## config.mk

```make
export PLATFORM = sky130hd
export DESIGN_NAME = led_pulse_driver
export DESIGN_NICKNAME = d
export VERILOG_FILES = /design/src/rtl/led_pulse_driver_pkg.sv /design/src/rtl/led_pulse_driver_cycle_timer.sv /design/src/rtl/led_pulse_driver.sv
export SDC_FILE = /design/constraint.sdc
export NUM_CORES = 1
export LEC_CHECK = 0
export CAP_MARGIN = 20
export CORE_ASPECT_RATIO = 1.2
export CORE_MARGIN = 2
export CORE_UTILIZATION = 35
export DETAILED_ROUTE_END_ITERATION = 10
export PLACE_DENSITY = 0.63
export RECOVER_POWER = 100
export SETUP_SLACK_MARGIN = 0.5
export SLEW_MARGIN = 40
export SYNTH_ARGS = -nofsm -noshare
export SYNTH_HDL_FRONTEND = slang
export SYNTH_SLANG_ARGS = --single-unit
```

## constraint.sdc

```tcl
create_clock -name clock -period 2.9 [get_ports clock]
set_clock_uncertainty 0.1 [all_clocks]
set_input_delay 0.87 -clock clock [delete_from_list [all_inputs] [get_ports clock]]
set_output_delay 0.87 -clock clock [all_outputs]
set_load 0.005 [all_outputs]
```

## src/rtl/led_pulse_driver_pkg.sv

```systemverilog
`default_nettype none
// +------------------------------------------------------------------+
// | Module  : led_pulse_driver_pkg                                    |
// | Purpose : Shared state encoding and sizing helpers for the LED    |
// |           output drivers.                                         |
// | Rev     : 1.0                                                      |
// +------------------------------------------------------------------+
package led_pulse_driver_pkg;

  // Encoding is fixed so sibling output drivers decode the same values.
  typedef enum logic [1:0] {
    IDLE = 2'd0,
    ON   = 2'd1,
    GAP  = 2'd2
  } led_state_t;

  function automatic int max_of(input int a, input int b);
    return (a > b) ? a : b;
  endfunction

  // Timer wide enough for the longer phase; never narrower than one bit
  // so a 1-cycle ON/GAP configuration still yields a legal vector.
  function automatic int timer_width(input int on_cycles, input int gap_cycles);
    int w;
    w = $clog2(max_of(on_cycles, gap_cycles));
    return (w < 1) ? 1 : w;
  endfunction

endpackage
`default_nettype wire

```

## src/rtl/led_pulse_driver_cycle_timer.sv

```systemverilog
`default_nettype none
// +------------------------------------------------------------------+
// | Module  : led_pulse_driver_cycle_timer                            |
// | Purpose : Loadable down-counter with a zero flag. Holds at zero   |
// |           rather than wrapping.                                   |
// | Rev     : 1.0                                                      |
// +------------------------------------------------------------------+
module led_pulse_driver_cycle_timer #(
  parameter int WIDTH = 8
) (
  input  logic             clock,
  input  logic             reset_n,
  input  logic             load,
  input  logic [WIDTH-1:0] load_value,
  output logic             zero
);

  logic [WIDTH-1:0] r_count;

  // Load has priority; otherwise count down and park at zero.
  always_ff @(posedge clock or negedge reset_n) begin
    if (!reset_n) begin
      r_count <= '0;
    end else if (load) begin
      r_count <= load_value;
    end else if (r_count != '0) begin
      r_count <= r_count - WIDTH'(1);
    end
  end

  assign zero = (r_count == '0);

endmodule
`default_nettype wire

```

## src/rtl/led_pulse_driver.sv

```systemverilog
`default_nettype none
// +------------------------------------------------------------------+
// | Module  : led_pulse_driver                                        |
// | Purpose : Turns one-cycle event flags into visible LED pulses,    |
// |           each followed by a forced dark gap. Events arriving     |
// |           mid-pulse are queued in a saturating counter.           |
// | Rev     : 1.0                                                      |
// +------------------------------------------------------------------+
module led_pulse_driver
  import led_pulse_driver_pkg::*;
#(
  parameter bit INVERT      = 1'b1,
  parameter int ON_CYCLES   = 5_000_000,
  parameter int GAP_CYCLES  = 5_000_000,
  parameter int MAX_PENDING = 15
) (
  input  logic                               clock,
  input  logic                               reset_n,
  input  logic                               event_flag,
  output logic                               led_signal,
  output logic                               busy,
  output logic [$clog2(MAX_PENDING+1)-1:0]   pending,
  output logic                               overflow_flag
);

  localparam int            PW         = $clog2(MAX_PENDING + 1);
  localparam int            TW         = timer_width(ON_CYCLES, GAP_CYCLES);
  localparam logic [TW-1:0] C_ON_LOAD  = TW'(ON_CYCLES - 1);
  localparam logic [TW-1:0] C_GAP_LOAD = TW'(GAP_CYCLES - 1);
  localparam logic [PW-1:0] C_PEND_MAX = PW'(MAX_PENDING);
  localparam bit            C_LIT      = !INVERT;
  localparam bit            C_DARK     = INVERT;

  led_state_t        r_state;
  logic              w_demand;
  logic              w_consume;
  logic              w_timer_load;
  logic [TW-1:0]     w_timer_value;
  logic              w_timer_zero;

  // A new pulse may start whenever there is a live flag or a queued event.
  assign w_demand = event_flag || (pending != '0);

  led_pulse_driver_cycle_timer #(
    .WIDTH (TW)
  ) u_timer (
    .clock      (clock),
    .reset_n    (reset_n),
    .load       (w_timer_load),
    .load_value (w_timer_value),
    .zero       (w_timer_zero)
  );

  // Decode when a pulse starts (consume) and what the timer reloads with.
  always_comb begin
    w_consume     = 1'b0;
    w_timer_load  = 1'b0;
    w_timer_value = C_ON_LOAD;
    case (r_state)
      IDLE: begin
        if (w_demand) begin
          w_consume    = 1'b1;
          w_timer_load = 1'b1;
        end
      end
      ON: begin
        if (w_timer_zero) begin
          w_timer_load  = 1'b1;
          w_timer_value = C_GAP_LOAD;
        end
      end
      GAP: begin
        if (w_timer_zero && w_demand) begin
          w_consume    = 1'b1;
          w_timer_load = 1'b1;
        end
      end
      default: ;
    endcase
  end

  // Phase sequencing with LED drive and busy registered alongside the state.
  always_ff @(posedge clock or negedge reset_n) begin
    if (!reset_n) begin
      r_state    <= IDLE;
      busy       <= 1'b0;
      led_signal <= C_DARK;
    end else begin
      case (r_state)
        IDLE: begin
          if (w_consume) begin
            r_state    <= ON;
            busy       <= 1'b1;
            led_signal <= C_LIT;
          end
        end
        ON: begin
          if (w_timer_zero) begin
            r_state    <= GAP;
            led_signal <= C_DARK;
          end
        end
        GAP: begin
          if (w_timer_zero) begin
            if (w_consume) begin
              // Straight into the next pulse: no IDLE cycle in between.
              r_state    <= ON;
              led_signal <= C_LIT;
            end else begin
              r_state <= IDLE;
              busy    <= 1'b0;
            end
          end
        end
        default: begin
          r_state    <= IDLE;
          busy       <= 1'b0;
          led_signal <= C_DARK;
        end
      endcase
    end
  end

  // Saturating queue of events not yet started; a flag coinciding with a
  // consume is serviced directly and leaves the count untouched.
  always_ff @(posedge clock or negedge reset_n) begin
    if (!reset_n) begin
      pending       <= '0;
      overflow_flag <= 1'b0;
    end else begin
      overflow_flag <= 1'b0;
      if (event_flag && !w_consume) begin
        if (pending == C_PEND_MAX) begin
          overflow_flag <= 1'b1;
        end else begin
          pending <= pending + PW'(1);
        end
      end else if (!event_flag && w_consume) begin
        pending <= pending - PW'(1);
      end
    end
  end

endmodule
`default_nettype wire

```

======== Word-level counts from Yosys, hierarchy flattened ========
Cells that the tools add are included.
cells by class
  add/subtract/negate cells ............... 3
  eq/ne operators ......................... 8
  reduce and logical (&&, ||, !) cells .... 16
  bitwise gates (word level) .............. 1
  mux-type cells .......................... 25
operators with widths
  operator               count
  $mux 23                2
  $logic_not 23->1       1
  $reduce_bool 23->1     1
  $sub 23x1->23 const B  1
  $mux 1                 12
  $mux 4                 3
  $ne 2x2->1 const B     5
  $pmux 1 s3             3
  $mux 2                 3
  $pmux 2 s3             1
  $add 4x1->4 const B    1
  $eq 4x4->1 const B     1
  $reduce_and 2->1       2
  $reduce_and 4->1       1
  $reduce_bool 2->1      2
  $reduce_bool 4->1      1
  $sub 4x1->4 const B    1
  $logic_and 1x1->1      3
  $reduce_and 3->1       1
  $eq 2x1->1 const B     1
  $eq 2x2->1 const B     1
  $logic_not 1->1        2
  $logic_not 2->1        1
  $pmux 1 s2             1
  other kinds (2)        2
word-level totals
  output and inout port bits .............. 7
  register bits after elaboration ......... 32

======== Longest topological paths before layout ========
Gate-level depths: netlist (run 1).
  depth in word-level cells ............... 9
  gate-level depth with buffers ........... 13

======== By module ========
Synthesis (run 1) repeated with hierarchy kept, for this count alone.
unflattened totals
  cells, all modules ...................... 196
  area, all modules ....................... 1871.8 µm²
by module, submodules not included
  module                        instances  area an instance (µm²)  cells an instance
  led_pulse_driver_cycle_timer  1          1305.0                  137
  led_pulse_driver              1          566.8                   59

======== Worst setup path after synthesis (run 1) ========
Ideal clock, no wire load.
  kind .................................... input port to flip-flop
  start ................................... input port event_flag
  end ..................................... register pending[3]
  stages .................................. 10
  library setup time ...................... 0.079 ns
  arrival time ............................ 2.651 ns
  path slack .............................. 0.070 ns
  required time ........................... 2.721 ns
  cell sequence ........................... nor2_1 a21oi_1 nand2_1 nand2_1 ha_1 a21o_1 a21o_1 nor4b_1 a31o_2 xor2_1
between the ends
  longest elaborated chain between the ends .. 8
RTL lines
  what                                                       RTL line                 source
  from (decl)                                                led_pulse_driver.sv:19   input logic event_flag,
  $logic_or 1x1->1                                           led_pulse_driver.sv:42   assign w_demand = event_flag || (pending != '0);
  $logic_and 1x1->1                                          led_pulse_driver.sv:73   if (w_timer_zero && w_demand) begin
  $mux 1                                                     led_pulse_driver.sv:73
  $pmux 1 s2                                                 led_pulse_driver.sv:59   case (r_state)
  $logic_not 1->1                                            led_pulse_driver.sv:132  if (event_flag && !w_consume) begin
  $logic_and 1x1->1                                          led_pulse_driver.sv:132
  $ne 2x2->1 (no line) or $reduce_bool 2->1 (tied branches)  -
  $reduce_and 2->1 (no line)                                 -
  to (signal assigned)                                       led_pulse_driver.sv:136  pending <= pending + PW'(1);
  to (signal assigned)                                       led_pulse_driver.sv:139  pending <= pending - PW'(1);
  to (decl)                                                  led_pulse_driver.sv:22   output logic [$clog2(MAX_PENDING+1)-1:0] pending,
Parallel ways exist; a longest one is shown, timed or not.
A chain may end at the register's enable or synchronous reset.

======== Worst setup path after layout (run 1) ========
  start ................................... register u_timer.r_count[3]
  end ..................................... register pending[3]
between the ends
  longest elaborated chain between the ends .. 8
RTL lines
  what                                                       RTL line                            source
  from (decl)                                                led_pulse_driver_cycle_timer.sv:18  logic [WIDTH-1:0] r_count;
  from (signal assigned)                                     led_pulse_driver_cycle_timer.sv:25  r_count <= load_value;
  from (signal assigned)                                     led_pulse_driver_cycle_timer.sv:27  r_count <= r_count - WIDTH'(1);
  $logic_not 23->1 *                                         led_pulse_driver_cycle_timer.sv:31  assign zero = (r_count == '0);
  $logic_and 1x1->1 *                                        led_pulse_driver.sv:73
  $mux 1 *                                                   led_pulse_driver.sv:73
  $pmux 1 s2 *                                               led_pulse_driver.sv:59
  $logic_not 1->1                                            led_pulse_driver.sv:132
  $logic_and 1x1->1                                          led_pulse_driver.sv:132
  $ne 2x2->1 (no line) or $reduce_bool 2->1 (tied branches)  -
  $reduce_and 2->1 (no line)                                 -
Mark *: on every way between the ends. The rest lies on a longest branch, timed or not.

==> run metrics, run 1 <==
antenna-violating nets left 0; starting density of the core 36.4%; unrepaired setup endpoints after global routing true; detailed placement HPWL 2530 um; crit path kind reg -> reg; power density cells 499 nW/um2; vias per cell 5.14; total gr overflow 0; Net Switching 0.000332 W; I/O pin count 10; worst reg2reg startpoint u_timer.r_count[3]$_DFFE_PN0P_; Peak VDD IR 0.441 mV; Wirelength per Cell 13.9 um; CTS tree done; Max Cap Viol 0; fillers 495; DR vias 1424; GPL Wtd Cong 0.756; Die Wd 69.7 um; sequential share of power 46.4%; area grow syn2layout 26.6%; first-pass GRT wire length 6410 um; Layout Nets 224; adder-cell share of the synthesized area 3.86%; full die area 5770 um2; M2 GR Usage 23.0%; Hold-fix buffers, CTS 0; Clk pwr share 31.2%; register bit total from synthesis 32; share of the clock period used by the worst path 89.8%; post-synthesis sequential area ratio 44.2%; DR DRC count 0; worst r2r dst pending[3]$_DFFE_PN0P_; cell count after synthesis 183; Hold Crit Start pending[3]$_DFFE_PN0P_; HP Class reg -> reg; layout cells sized above 1 26.3%; multiplexer share of the synthesized area 1.66%; multi-input gate area in the final layout 1070 um2; total power 0.00115 W; Synth Area in Compound Gates 12.8%; Tot GR Track Use 13.9%; Rows 28; sequential cell area 802 um2; core area 4970 um2; Setup Viol. Count Final 0; WHS Endpoint pending[3]$_DFFE_PN0P_; first-pass iteration count of the detailed router 4; diode count 0; CTS sink count 32; Net Sw Frac 28.9%; Reg2Reg Depth 11; crit-path cells nor4_4 -> nand4_1 -> o21ai_2 -> nand2_1 -> nand2_4 -> ha_4 -> a21o_1 -> a21o_1 -> buf_4 -> a31o_2 -> xor2_1; largest stage delay on the critical path 440 ps; post-synth cell types 43; Max stage delay cell, worst path dfrtp_1; final WL 3860 um; GRT met3 Usage 2.55%; YS warnings 0; outcome finished clean; Die H 82.8 um; Setup crit start u_timer.r_count[3]$_DFFE_PN0P_; final hold viol count 0; commonest cells after routing, fill and taps aside dfrtp_1, nor2_1, nand2_1, xnor2_1, buf_4; CP Capture Type flop; clock latency on the worst-skew pair 290 ps; slew margin rel. 46.1%; busiest layer in global routing met2; CP required 2970 ps; htree depth 2; largest family of logic cells by synthesized area simple AND/OR/NAND/NOR gates; grt met1 use 17.1%; DR iter-0 viols 36; Reg2Reg Setup Slack 300 ps; Power Internal 0.000814 W; most used cell, CP a21o_1; CP startpoint kind flop; vias in the first global route 1346; static leakage 0.857 nW; arrival time of the worst setup path 2670 ps; IO buf count 9; Slew @ Worst Pin 808 ps; final hold slack 437 ps; Synth Area in XOR/XNOR 10.6%; Mapped Area 1810 um2; CTS Buf Count 5; Final min period 2600 ps; hold depth 1; Max Clk Rate 384 MHz; Longest Clk Path Bufs 2; Synth Area in Simple Gates 24.3%; Clock transition at path regs 70 ps; commonest non-fill, non-tap cell in the layout dfrtp_1; root buf cell clkbuf_8; antenna violations before repair 0; Syn Nets 191; Critical Path Fanout Max 5; combinational power share 22.4%; Synth Area per Inst 9.91 um2; Final Max Tran Viols 0; largest net degree at the start of global routing 33
[flip-flops by register name, summed over array words and instances (netlist names)]
| name | count |
|---|---|
| busy | 1 |
| led_signal | 1 |
| overflow_flag | 1 |
| pending | 4 |
| r_state | 2 |
| u_timer.r_count | 23 |
[cells in the mapped netlist, drive strengths merged]
cell type   n  share of area [%]
nand4       3                1.0
nand2      20                4.1
buf         2                1.2
or4         3                1.4
ha          4                2.8
o22ai       2                1.4
clkbuf      2               0.41
o211a       1               0.55
or3         4                1.4
a2bb2oi     1               0.48
dfrtp      31                 43
nor4        6                3.9
o31ai       1               0.41
xor2        6                2.9
or2         1               0.35
dfstp       1                1.4
nor2b       1               0.35
xnor2      16                7.7
nand4b      1               0.48
mux2i       3                1.7
fa          1                1.1
nand2b      1               0.35
nor3       12                3.9
a21oi      10                3.0
a22oi       1               0.41
o211ai      3                2.3
nand3       6                1.7
nor4b       1               0.48
inv         4               0.83
a21boi      1               0.41
a21o        3                1.2
o21ai       7                2.1
a31o        1               0.48
nor2       23                4.8
[timing repair]
item                       4_1_cts  5_1_grt
gates resized for setup          5       19
setup endpoints to repair       12       19
pin swaps                        9       18
buffers inserted                 1        9
[routing by layer]
metal | vias up | part of all wire [%]
li1 | 711 | -
met1 | 693 | 45
met2 | 13 | 51
met3 | 7 | 1.7
met4 | 0 | 2.3
met5 | - | 0
[power by group through the flow]
stage	clock (W)	sequential [W]	combinational, W
after floorplan	0	0.000530	0.000137
after global placement	0	0.000540	0.000239
after detailed placement	0	0.000537	0.000247
after CTS	0.000370	0.000529	0.000247
after global routing	0.000392	0.000540	0.000291
final	0.000358	0.000532	0.000256
[worst max-delay path by stage]
| stage | end | slack (ps) | cells past startpoint |
|---|---|---|---|
| final | pending[3]$_DFFE_PN0P_ | 300 | 11 |
| after global routing | pending[3]$_DFFE_PN0P_ | 90 | 11 |
| after CTS | pending[3]$_DFFE_PN0P_ | 280 | 11 |
| after detailed placement | pending[3]$_DFFE_PN0P_ | -130 | 11 |
| after global placement | pending[3]$_DFFE_PN0P_ | -60 | 11 |
| after floorplan | pending[3]$_DFFE_PN0P_ | 280 | 11 |
[critical path: cells and delay by family (launching register included)]
family	cells	cell delay [ps]
xor gates and xnor gates	1	140
and+or+nand+nor	4	690
DFF	1	440
adders and majority gates	1	200
AOI/OAI and AO/OA	4	790
buffers and inverters	1	130
[area by class of cell]
type | count | share of cell area (%)
multi-input cells | 143 | 46.8
flip-flops and latches | 32 | 34.9
repair buffers | 30 | 10.4
clock buffers | 6 | 3.60
well taps | 60 | 3.27
inverters | 4 | 0.654
clock inverters | 2 | 0.436
[kinds of logic (layout without fill, tap and decap cells)]
group	count (synthesis)	in the layout
simple gates	82	82
flops	32	32
buf+inv	8	42
compound gates	31	31
fa+ha+maj	5	5
mux	3	3
xor+xnor	22	22
[per-stage QoR]
stage,TNS (ps),std cells,area [um2],util (%),worst slack [ps]
3_5_place_dp,-129,259,2070,41.5,-129
5_1_grt,0,277,2300,46.2,90.8
6_report,0,277,2300,46.2,296
3_3_place_gp,-60.5,259,2070,41.5,-60.5
4_1_cts,0,268,2190,44.0,277
2_1_floorplan,0,183,1850,-,277
Power figures use the tool's default switching activity.
==> run 2: changes to the inputs <==
--- a/config.mk
+++ b/config.mk
@@ -7,7 +7,6 @@
 export LEC_CHECK = 0
 export CAP_MARGIN = 20
 export CORE_ASPECT_RATIO = 1.2
-export CORE_MARGIN = 2
 export CORE_UTILIZATION = 35
 export DETAILED_ROUTE_END_ITERATION = 10
 export PLACE_DENSITY = 0.63
==> run 2 against run 1 <==
Against the previous run: die area shrank 5.2%; non-clock buffer count is 3 higher; critical path depth unchanged; count of clock-buffer cells in the layout decreased by 1; final cell count is 1.1% higher; sequential power about the same; design area is 0.76% higher; total power is 8.8% higher; core utilization rose by 0.35 points; sequential cell count is the same; fmax decreased by 2.5%; first-iteration DRC count increased by 67%; largest cell class unchanged; highest routed layer unchanged.
==> run metrics, run 2 (same netlist as run 1, synthesis figures left out) <==
Slew @ Worst Pin 780 ps (was 808 ps); diode count 0 (unchanged); first-pass iteration count of the detailed router 4 (unchanged); CTS tree done (unchanged); Rows 28 (unchanged); Largest regs u_timer.r_count (23), pending (4), r_state (2) (unchanged); commonest non-fill, non-tap cell in the layout dfrtp_1 (unchanged); Setup crit start u_timer.r_count[19]$_DFFE_PN0P_ (was u_timer.r_count[3]$_DFFE_PN0P_); share of the clock period used by the worst path 92.1% (was 89.8%); root buf cell clkbuf_8 (unchanged); DR iter-0 viols 60 (was 36); Tot GR Track Use 15.7% (was 13.9%); Wirelength per Cell 14.0 um (was 13.9 um); CTS Buf Count 5 (unchanged); area grow syn2layout 27.6% (was 26.6%); Setup Viol. Count Final 0 (unchanged); vias in the first global route 1422 (was 1346); commonest cells after routing, fill and taps aside dfrtp_1, nor2_1, nand2_1, buf_4, xnor2_1 (was dfrtp_1, nor2_1, nand2_1, xnor2_1, buf_4); IO buf count 9 (unchanged); final WL 3910 um (was 3860 um); HP Class reg -> reg (unchanged); Longest Clk Path Bufs 2 (unchanged); layout cells sized above 1 25.5% (was 26.3%); Max Clk Rate 375 MHz (was 384 MHz); total power 0.00125 W (was 0.00115 W); Final min period 2670 ps (was 2600 ps); Die Wd 67.7 um (was 69.7 um); Final Max Tran Viols 0 (unchanged); arrival time of the worst setup path 2770 ps (was 2670 ps); dpl ws -119 ps (was -129 ps); CP Capture Type flop (unchanged); DR vias 1442 (was 1424); Critical path destination pending[3]$_DFFE_PN0P_ (unchanged); fin area 2310 um2 (was 2300 um2); Net Switching 0.000354 W (was 0.000332 W); Area after DPL 2070 um2 (unchanged); GPL Wtd Cong 0.767 (was 0.756); I/O pin count 10 (unchanged); fillers 492 (was 495); max FFs per register 23 (unchanged); CTS sink count 32 (unchanged); Hold-fix buffers, CTS 0 (unchanged); Final Util 46.5% (was 46.2%); worst r2r dst pending[3]$_DFFE_PN0P_ (unchanged); Max Cap Viol 0 (unchanged); detailed placement HPWL 2550 um (was 2530 um); sequential share of power 42.9% (was 46.4%); Peak VDD IR 0.429 mV (was 0.441 mV); slew margin rel. 48.0% (was 46.1%); Critical Path Fanout Max 2 (was 5); DR DRC count 0 (unchanged); first-pass GRT wire length 6470 um (was 6410 um); static leakage 0.879 nW (was 0.857 nW); worst reg2reg startpoint u_timer.r_count[19]$_DFFE_PN0P_ (was u_timer.r_count[3]$_DFFE_PN0P_); crit path kind reg -> reg (unchanged); combinational power share 22.5% (was 22.4%); core area 4970 um2 (unchanged); total gr overflow 0 (unchanged); Total Neg Setup Slack 0 ps (unchanged); setup ws final 230 ps (was 296 ps); antenna-violating nets left 0 (unchanged); Layout Nets 227 (was 224); Largest Register u_timer.r_count (unchanged); outcome finished clean (unchanged); CP startpoint kind flop (unchanged); unrepaired setup endpoints after global routing true (unchanged); htree depth 2 (unchanged); CP required 3000 ps (was 2970 ps); grt met1 use 20.1% (was 17.1%); largest net degree at the start of global routing 33 (unchanged); Hold Crit Start pending[3]$_DFFE_PN0P_ (unchanged); starting density of the core 36.4% (unchanged); vias per cell 5.15 (was 5.14); final hold viol count 0 (unchanged); power density cells 539 nW/um2 (was 499 nW/um2); Clk pwr share 34.7% (was 31.2%); antenna violations before repair 0 (unchanged); Net Sw Frac 28.4% (was 28.9%); Reg2Reg Depth 11 (unchanged); Clock transition at path regs 80 ps (was 70 ps); M2 GR Usage 25.8% (was 23.0%); full die area 5470 um2 (was 5770 um2); Die H 80.8 um (was 82.8 um); GRT met3 Usage 2.95% (was 2.55%); Power Internal 0.000893 W (was 0.000814 W); clock latency on the worst-skew pair 290 ps (about the same); Reg2Reg Setup Slack 230 ps (was 300 ps); busiest layer in global routing met2 (unchanged)
==> run 2: cell count changes in the layout (fill, tap and decap cells not counted), sizes merged <==
cell / before / now
clkdlybuf4s15: 0 / 1
clkbuf: 12 / 10
buf: 15 / 19
clkdlybuf4s50: 2 / 0
clkinv: 2 / 1
dlygate4sd2: 1 / 0
bufinv: 0 / 1
clkinvlp: 0 / 1
dlygate4sd3: 6 / 8
==> run 2: what timing repair did <==
action / 4_1_cts / 5_1_grt
buffers inserted: 5 / 8
resized for setup: 5 / 13
endpoints found under the setup margin: 12 / 19
pin swaps: 9 / 11
==> run 2: per-stage QoR <==
step	std cells	hold slack (ps)
global placement	259	397
global route	280	458
finish	280	443
CTS	272	423
detailed placement	259	409
floorplan	183	381
==> run 2: critical path: stages (launching register included) <==
cell and delay (ps):
dfrtp_1 390, nor4_1 410, nand4_1 210, o21ai_2 220, nand2_2 100, nand2_4 110, ha_4 200, a21o_1 150
a21o_1 180, nor4b_2 250, a31o_2 140, xor2_1 130
==> run 2: worst min-delay path by stage <==
stage                                            endpoint  slack, ps  cells past startpoint
after CTS                  u_timer.r_count[1]$_DFFE_PN0P_        420                      2
after floorplan           u_timer.r_count[15]$_DFFE_PN0P_        380                      2
final                              pending[3]$_DFFE_PN0P_        440                      1
after global routing               pending[3]$_DFFE_PN0P_        460                      1
after global placement    u_timer.r_count[15]$_DFFE_PN0P_        400                      2
after detailed placement  u_timer.r_count[22]$_DFFE_PN0P_        410                      2
==> run 2: layer usage <==
layer	part of all wire (%)	wire, um
met1	46	1780
met2	52	2040
met3	1.4	56
met4	0.72	28
met5	0	0
==> run 2: area by class of cell <==
| type | count | area, um2 | area share, % |
|---|---|---|---|
| multi-input combinational | 143 | 1040 | 45.2 |
| sequential | 32 | 802 | 34.7 |
| timing repair buffer | 33 | 265 | 11.5 |
| tap | 60 | 75.1 | 3.24 |
| clock buffer | 5 | 68.8 | 2.97 |
| clock inverter | 3 | 42.5 | 1.84 |
| inverter | 4 | 15.0 | 0.649 |
==> run 2: power groups by stage <==
stage | Sequential, W | Combinational, W | Clock (W)
after floorplan | 0.000530 | 0.000137 | 0
after global placement | 0.000536 | 0.000238 | 0
after detailed placement | 0.000536 | 0.000246 | 0
after CTS | 0.000528 | 0.000246 | 0.000442
after global routing | 0.000539 | 0.000312 | 0.000463
final | 0.000534 | 0.000280 | 0.000432
==> run 3: changes to the inputs <==
--- a/config.mk
+++ b/config.mk
@@ -8,6 +8,7 @@
 export CAP_MARGIN = 20
 export CORE_ASPECT_RATIO = 1.2
 export CORE_UTILIZATION = 35
+export CTS_CLUSTER_DIAMETER = 200
 export DETAILED_ROUTE_END_ITERATION = 10
 export PLACE_DENSITY = 0.63
 export RECOVER_POWER = 100
==> results of run 3 <==
Final layout, timing and power as in run 2 (identical DEF).
